## src/rtl/bram_rd_pkg.sv

```systemverilog
// Shared constants and FSM encoding for the BRAM stream reader.
package bram_rd_pkg;

    localparam int DLEN_DEF = 32;
    localparam int HLEN_DEF = 9;

    typedef enum logic [1:0] {
        S_IDLE  = 2'd0,
        S_READ  = 2'd1,
        S_DRAIN = 2'd2
    } state_e;

endpackage

```

## src/rtl/bram_rd_fifo2.sv

```systemverilog
// Two-entry show-ahead buffer; head word always sits in ent0_q so the output is a plain register.
module bram_rd_fifo2 #(
    parameter int W = 33
) (
    input  logic         clk,
    input  logic         rst_n,
    input  logic         push_i,
    input  logic [W-1:0] din_i,
    input  logic         pop_i,
    output logic [W-1:0] dout_o,
    output logic         valid_o,
    output logic [1:0]   count_o
);

    logic [W-1:0] ent0_q, ent1_q;
    logic [1:0]   cnt_q;

    always_ff @(posedge clk or negedge rst_n) begin
        if (!rst_n) begin
            ent0_q <= '0;
            ent1_q <= '0;
            cnt_q  <= 2'd0;
        end else begin
            case ({push_i, pop_i})
                2'b10: begin
                    if (cnt_q == 2'd0) ent0_q <= din_i;
                    else               ent1_q <= din_i;
                    cnt_q <= cnt_q + 2'd1;
                end
                2'b01: begin
                    ent0_q <= ent1_q;
                    cnt_q  <= cnt_q - 2'd1;
                end
                2'b11: begin
                    // Simultaneous push/pop keeps occupancy; the new word lands behind the survivor.
                    if (cnt_q == 2'd2) begin
                        ent0_q <= ent1_q;
                        ent1_q <= din_i;
                    end else begin
                        ent0_q <= din_i;
                    end
                end
                default: ;
            endcase
        end
    end

    assign dout_o  = ent0_q;
    assign valid_o = (cnt_q != 2'd0);
    assign count_o = cnt_q;

endmodule

```

## src/rtl/bram_stream_reader.sv

```systemverilog
// Streams a strided burst of words out of an external registered-read BRAM onto a valid/ready port.
module bram_stream_reader
    import bram_rd_pkg::*;
#(
    parameter int DLEN = DLEN_DEF,
    parameter int HLEN = HLEN_DEF
) (
    input  logic            clk,
    input  logic            reset_n,
    input  logic            start,
    input  logic [HLEN-1:0] base_addr,
    input  logic [HLEN-1:0] stride,
    input  logic [HLEN:0]   len,
    output logic [HLEN-1:0] raddr,
    input  logic [DLEN-1:0] rdata,
    output logic            m_valid,
    input  logic            m_ready,
    output logic [DLEN-1:0] m_data,
    output logic            m_last,
    output logic            busy,
    output logic            done
);

    state_e          state_q;
    logic [HLEN-1:0] raddr_q, stride_q;
    logic [HLEN:0]   remain_q;
    logic            infl_q, infl_last_q;
    logic            busy_q, done_q;

    logic [1:0]      occ;
    logic [2:0]      credit;
    logic            beat, issue, issue_last;
    logic [DLEN:0]   fifo_dout;

    // raddr_q always holds the next address; a cycle "issues" it by setting infl_q,
    // so the BRAM word registered at that edge is pushed on the following edge.
    always_comb begin
        beat       = m_valid & m_ready;
        credit     = {1'b0, occ} + {2'b00, infl_q} - {2'b00, beat};
        issue      = (state_q == S_READ) && (credit < 3'd2);
        issue_last = issue && (remain_q == (HLEN+1)'(1));
    end

    always_ff @(posedge clk or negedge reset_n) begin
        if (!reset_n) begin
            state_q     <= S_IDLE;
            raddr_q     <= '0;
            stride_q    <= '0;
            remain_q    <= '0;
            infl_q      <= 1'b0;
            infl_last_q <= 1'b0;
            busy_q      <= 1'b0;
            done_q      <= 1'b0;
        end else begin
            done_q      <= 1'b0;
            infl_q      <= issue;
            infl_last_q <= issue_last;
            case (state_q)
                S_IDLE: begin
                    if (start) begin
                        if (len != '0) begin
                            raddr_q  <= base_addr;
                            stride_q <= stride;
                            remain_q <= len;
                            busy_q   <= 1'b1;
                            state_q  <= S_READ;
                        end else begin
                            done_q <= 1'b1;
                        end
                    end
                end
                S_READ: begin
                    if (issue) begin
                        raddr_q  <= raddr_q + stride_q;
                        remain_q <= remain_q - (HLEN+1)'(1);
                        if (issue_last) state_q <= S_DRAIN;
                    end
                end
                S_DRAIN: begin
                    if (beat && m_last) begin
                        state_q <= S_IDLE;
                        busy_q  <= 1'b0;
                        done_q  <= 1'b1;
                    end
                end
                default: state_q <= S_IDLE;
            endcase
        end
    end

    bram_rd_fifo2 #(.W(DLEN + 1)) u_fifo (
        .clk     (clk),
        .rst_n   (reset_n),
        .push_i  (infl_q),
        .din_i   ({infl_last_q, rdata}),
        .pop_i   (beat),
        .dout_o  (fifo_dout),
        .valid_o (m_valid),
        .count_o (occ)
    );

    assign raddr  = raddr_q;
    assign m_data = fifo_dout[DLEN-1:0];
    assign m_last = fifo_dout[DLEN];
    assign busy   = busy_q;
    assign done   = done_q;

endmodule

```

## config.mk

```make
export PLATFORM = sky130hd
export DESIGN_NAME = bram_stream_reader
export DESIGN_NICKNAME = d
export VERILOG_FILES = /design/src/rtl/bram_rd_pkg.sv /design/src/rtl/bram_rd_fifo2.sv /design/src/rtl/bram_stream_reader.sv
export SDC_FILE = /design/constraint.sdc
export NUM_CORES = 1
export LEC_CHECK = 0
export ABC_AREA = 0
export CORE_AREA = 5 5 126 128
export CTS_CLUSTER_SIZE = 10
export DETAILED_ROUTE_END_ITERATION = 16
export DIE_AREA = 0 0 131 133
export RECOVER_POWER = 50
export SLEW_MARGIN = 20
export SYNTH_ARGS = -nofsm -noshare
export SYNTH_HDL_FRONTEND = slang
export SYNTH_SLANG_ARGS = --single-unit
```

## constraint.sdc

```tcl
create_clock -name clk -period 2.65 [get_ports clk]
set_input_delay 0.265 -clock clk [delete_from_list [all_inputs] [get_ports clk]]
set_output_delay 0.265 -clock clk [all_outputs]
set_load 0.1 [all_outputs]
```

# Word-level counts from Yosys, hierarchy flattened
# Cells that the tools add are included.
# totals
romBits	0
memories	0
latch_bits	0
ff_bits	102
inputBits	64
mem_bits_rw	0
# op_classes
shift	0
addsub	6
bitwise	1
div_mod_pow	0
n_mux	29
n_mul	0
eq_ne	15
magnitude_cmp	1
reduce_logical	18
# ops
op	n
$mux 33	4
$pmux 33 s3	1
$pmux 33 s2	1
$mux 10	3
$mux 9	3
$pmux 10 s2	1
$pmux 9 s2	1
$ne 2x2->1 const B	6
$eq 10x1->1 const B	1
$mux 2	5
$reduce_bool 10->1	1
$reduce_bool 2->1	5
$sub 10x1->10 const B	1
$add 9x9->9	1
$eq 2x2->1 const B	4
$reduce_and 4->1	2
$mux 1	6
$pmux 2 s3	1
$reduce_and 3->1	2
$reduce_and 5->1	1
$eq 2x1->1 const B	2
$logic_not 2->1	2
$ne 2x1->1 const B	2
$pmux 1 s2	2
other kinds (10)	12

# Depth between registers and ports, before layout
# depth
ltp_word	9
mapped_depth	12

# Modules after synthesis
# A second synthesis with hierarchy kept.
# hier_totals
hier_cells	461
area_unflattened_um2	5293.8
# by_module_without_submodules
module	seq_area_each_um2	cells_each	instances	area_per_inst_um2
bram_rd_fifo2	1701.6	247	1	3254.4
bram_stream_reader	850.8	214	1	2039.5

# Worst setup path after synthesis
# No wires, ideal clock.
# synth_timing
path_type	register to register
startpoint	register raddr_q[0] (netlist: raddr[0])
endpoint	register raddr_q[6] (netlist: raddr[6])
setup_ps	67
slack_ps	-316
required_ps	2583
n_path_buf	0
t_arrival_ps	2899
path_stages_with_launch	9
cell_sequence	dfrtp_1 ha_1 inv_1 fa_1 nand2b_1 a21oi_1 or4b_2 a31oi_1 a21o_1
# synth_via
elab_chain_len	3
# synth_rtl
item	line_no	source
from (decl)	bram_stream_reader.sv:25	logic [HLEN-1:0] raddr_q, stride_q;
from (signal assigned)	bram_stream_reader.sv:62	raddr_q <= base_addr;
from (signal assigned)	bram_stream_reader.sv:74	raddr_q <= raddr_q + stride_q;
$add 9x9->9	bram_stream_reader.sv:74	
$mux 9	bram_stream_reader.sv:73	if (issue) begin
$pmux 9 s2	bram_stream_reader.sv:58	case (state_q)
# No other way between the ends. The select of a mux whose other input is x is not followed.
# A chain may end at the register's enable or synchronous reset.

# Final worst setup path
# layout_timing
startpoint	register u_fifo.cnt_q[1] (netlist: u_fifo.count_o[1])
endpoint	register raddr_q[6] (netlist: raddr[6])
# layout_via
elab_chain_len	7
word_cells_on_any_way	8
# layout_rtl
item	line_no	source
from (decl)	bram_rd_fifo2.sv:16	logic [1:0] cnt_q;
from (signal assigned)	bram_rd_fifo2.sv:28	cnt_q <= cnt_q + 2'd1;
from (signal assigned)	bram_rd_fifo2.sv:32	cnt_q <= cnt_q - 2'd1;
branches (longest 2 deep; another with $add 2x1->3)	--	
$sub 3x1->3 (*)	bram_stream_reader.sv:39	credit = {1'b0, occ} + {2'b00, infl_q} - {2'b00, beat};
$lt 3x2->1 (*)	bram_stream_reader.sv:40	issue = (state_q == S_READ) && (credit < 3'd2);
$logic_and 1x1->1 (*)	bram_stream_reader.sv:40	
$ne 2x2->1 (no line) (*)	--	
$reduce_and 4->1 (no line) (*)	--	
# Every way passes the cells marked *.

==> impl_metrics.py <==
metrics = {
    "logic_synthesis": {
        "ys.flop_type": "dfrtp_1",
        "synthesis.nets": 545,
        "synth_area_um2": 4960,
        "netlist-cell-type-count": 52,
        "synthArstFlopShare_pct": 100,
        "synth_area_per_cell_um2": 10.6,
        "netlist_instances": 467,
        "ys_seq_elements": 102,
        "synth_edf_count": 0,
        "ys_warn_count": 0,
        "ys_seq_area_share_pct": 51.4,
    },
    "floorplanning": {
        "core-area_um2": 14800,
        "num_io_pins": 109,
        "dieArea_um2": 17400,
        "fp.dieH_um": 133,
        "die_w_um": 131,
        "initial_core_util_pct": 33.7,
        "num_rows": 45,
    },
    "setup_path": {
        "cp.arrival_ns": 2.64,
        "critPathLaunch": "u_fifo.count_o[1]",
        "endpoint_kind": "flop",
        "regToRegStartpoint": "u_fifo.count_o[1]",
        "crit_chain": "nand2_1, nor2_1, o21ai_0, fa_1, xnor2_1, and3_4, o22ai_2, buf_4, a31oi_1, a21o_1",
        "crit_required_ns": 2.90,
        "r2r_end": "raddr[6]",
        "critPathKind": "reg -> reg",
        "cp-start-kind": "flop",
        "reg2regPathDepth": 10,
        "rrSetupSlack_ns": 0.26,
        "max_stage_delay_ns": 0.50,
        "cpMaxStageDelayCell": "dfrtp_1",
        "cp_max_fo": 11,
    },
    "routing": {
        "drt_iter0_markers": 154,
        "via_count": 3882,
        "wire_per_inst_um": 16.1,
        "viasPerCell": 5.08,
        "detail-route-antenna-nets": 0,
        "drcViolationCount": 0,
        "routed_wl_mm": 12.3,
        "drt_first_pass_iters": 4,
    },
    "clocking": {
        "postCtsHoldBufs": 1,
        "clkSlewWorstSetupHoldPaths_ns": 0.07,
        "cts_num_sinks": 102,
        "cts_root_buffer": "clkbuf_16",
        "cts_tree": "yes",
        "cts_setup_buffers": 0,
        "cts_resized": 0,
        "cts_buffer_depth": 2,
        "htreeDepth": 3,
        "worst_skew_pair.late_latency_ns": 0.35,
        "numCtsBuffers": 9,
    },
    "sta": {
        "tightest_slew_ns": 1.35,
        "maxSlewViolCount": 0,
        "finalHoldViolCount": 0,
        "setup_tns_ns": 0,
        "finalSetupViolCount": 0,
        "fmax_mhz": 418,
        "rsz0062_at_grt": "false",
        "clock-skew-final_ns": 0.00723,
        "fin_crit_sh_pct": 90.4,
        "slew_headroom_pct": 10.2,
        "timing.final.crit_period_ns": 2.39,
    },
    "placed_design": {
        "post-place-cells": 747,
        "gp_congestion": 0.829,
        "dp_hpwl_mm": 8.44,
        "port_buffers": 108,
    },
    "hold_path": {
        "worstHoldStart": "u_fifo.dout_o[1]",
        "min_path_cells": 2,
        "hold_class": "reg -> reg",
        "min_to": "u_fifo.dout_o[1]",
    },
    "finish": {
        "final_net_count": 649,
        "seqCellArea_um2": 2560,
        "drive_gt1_share_pct": 15.5,
        "multi_input_area_um2": 2210,
        "finalNonFillerCells": 764,
        "area_delta_synth_final_pct": 27.3,
        "final_cell_mix": "100 x dfrtp_1, 62 x clkdlybuf4s50_1, 56 x o21ai_0, 52 x nand2_1, 43 x clkbuf_1",
        "nFillCells": 1471,
        "final_common_cell": "dfrtp_1",
        "antenna_cells": 0,
    },
    "global_routing": {
        "grt_first_pass_wirelength_mm": 20.1,
        "grt_overflow": 0,
        "grt_pass1_vias": 4030,
        "grt_max_degree": 67,
        "grt_use_total_pct": 14.5,
        "antenna_found_initial": 0,
    },
    "status": {
        "status": "complete, no violations",
    },
    "flow_run": {
        "maxCapViolCount": 0,
    },
}
==> area by class of cell <==
class                   instances  share of cell area [%]
flip-flops and latches        102                    40.5
multi-input cells             321                    35.0
repair buffers                125                    15.5
clock buffers                  10                    3.78
well taps                     188                    3.72
clock inverters                 6                   0.812
inverters                      12                   0.713
==> how the worst max path moves through the flow <==
| stage | endpoint | slack, ns | depth (start not counted) |
|---|---|---|---|
| 2_1_floorplan | u_fifo.ent1_q[10] | 0.02 | 9 |
| 3_3_place_gp | raddr[6] | 0.08 | 11 |
| 3_5_place_dp | raddr[6] | 0.01 | 11 |
| 4_1_cts | raddr[6] | 0.25 | 10 |
| 5_1_grt | remain_q[5] | 0.10 | 10 |
| 6_report | raddr[6] | 0.26 | 10 |
==> worst max-delay path, delay by kind of cell (launching register included) <==
| family | cells | cell delay [ns] |
|---|---|---|
| AO/OA/AOI/OAI | 4 | 0.62 |
| flip-flops | 1 | 0.50 |
| AND/OR/NAND/NOR | 3 | 0.40 |
| adder cells (fa/ha/maj) | 1 | 0.39 |
| buffers and inverters | 1 | 0.24 |
| XOR/XNOR | 1 | 0.13 |
==> layer usage <==
layer	part of all wire [%]	GRT usage [%]	vias to the layer above
li1	-	-	1891
met5	0	0	-
met1	46	19.3	1862
met4	1.7	5.43	0
met3	8.2	4.20	14
met2	44	22.4	115
==> synth_stat cells (all sizes together), types with 5 or more instances <==
library cell,n,area share [%]
a21oi,27,2.7
a22oi,34,5.1
nand2,52,3.9
buf,21,2.8
nand2b,5,0.63
inv,12,0.91
nor2,21,1.6
clkbuf,11,0.83
dfrtp,102,51
o21ai,56,5.6
nor3,6,0.60
ha,12,3.0
mux2,41,9.3
a21o,5,0.76
==> registers in the layout, indices dropped and copies added (netlist names), 2 cells and up <==
| name | cells |
|---|---|
| stride_q | 9 |
| raddr | 9 |
| u_fifo.dout_o | 33 |
| state_q | 2 |
| u_fifo.ent1_q | 33 |
| remain_q | 10 |
| u_fifo.count_o | 2 |
==> cells by family after synthesis <==
kind of cell,Yosys count,synth area share (%)
xor+xnor,6,1.06
fa+ha+maj,14,3.83
mux,45,10.1
flops,102,51.4
simple gates,110,10.6
compound gates,146,18.5
buf+inv,44,4.51
==> through the flow <==
stage               instance area (um2)  hold WS [ns]  worst slack [ns]  util [%]
finish                             6320         0.483             0.256      42.8
detailed placement                 6180         0.351            0.0102      41.9
CTS                                6480         0.488             0.247      44.0
global route                       6320         0.514             0.101      42.8
floorplan                          4970       -0.0306            0.0219         -
global placement                   6180         0.344            0.0845      41.9
Power is not shown: default switching activity piles up to over one toggle a cycle in this logic, so the estimate is an artifact.
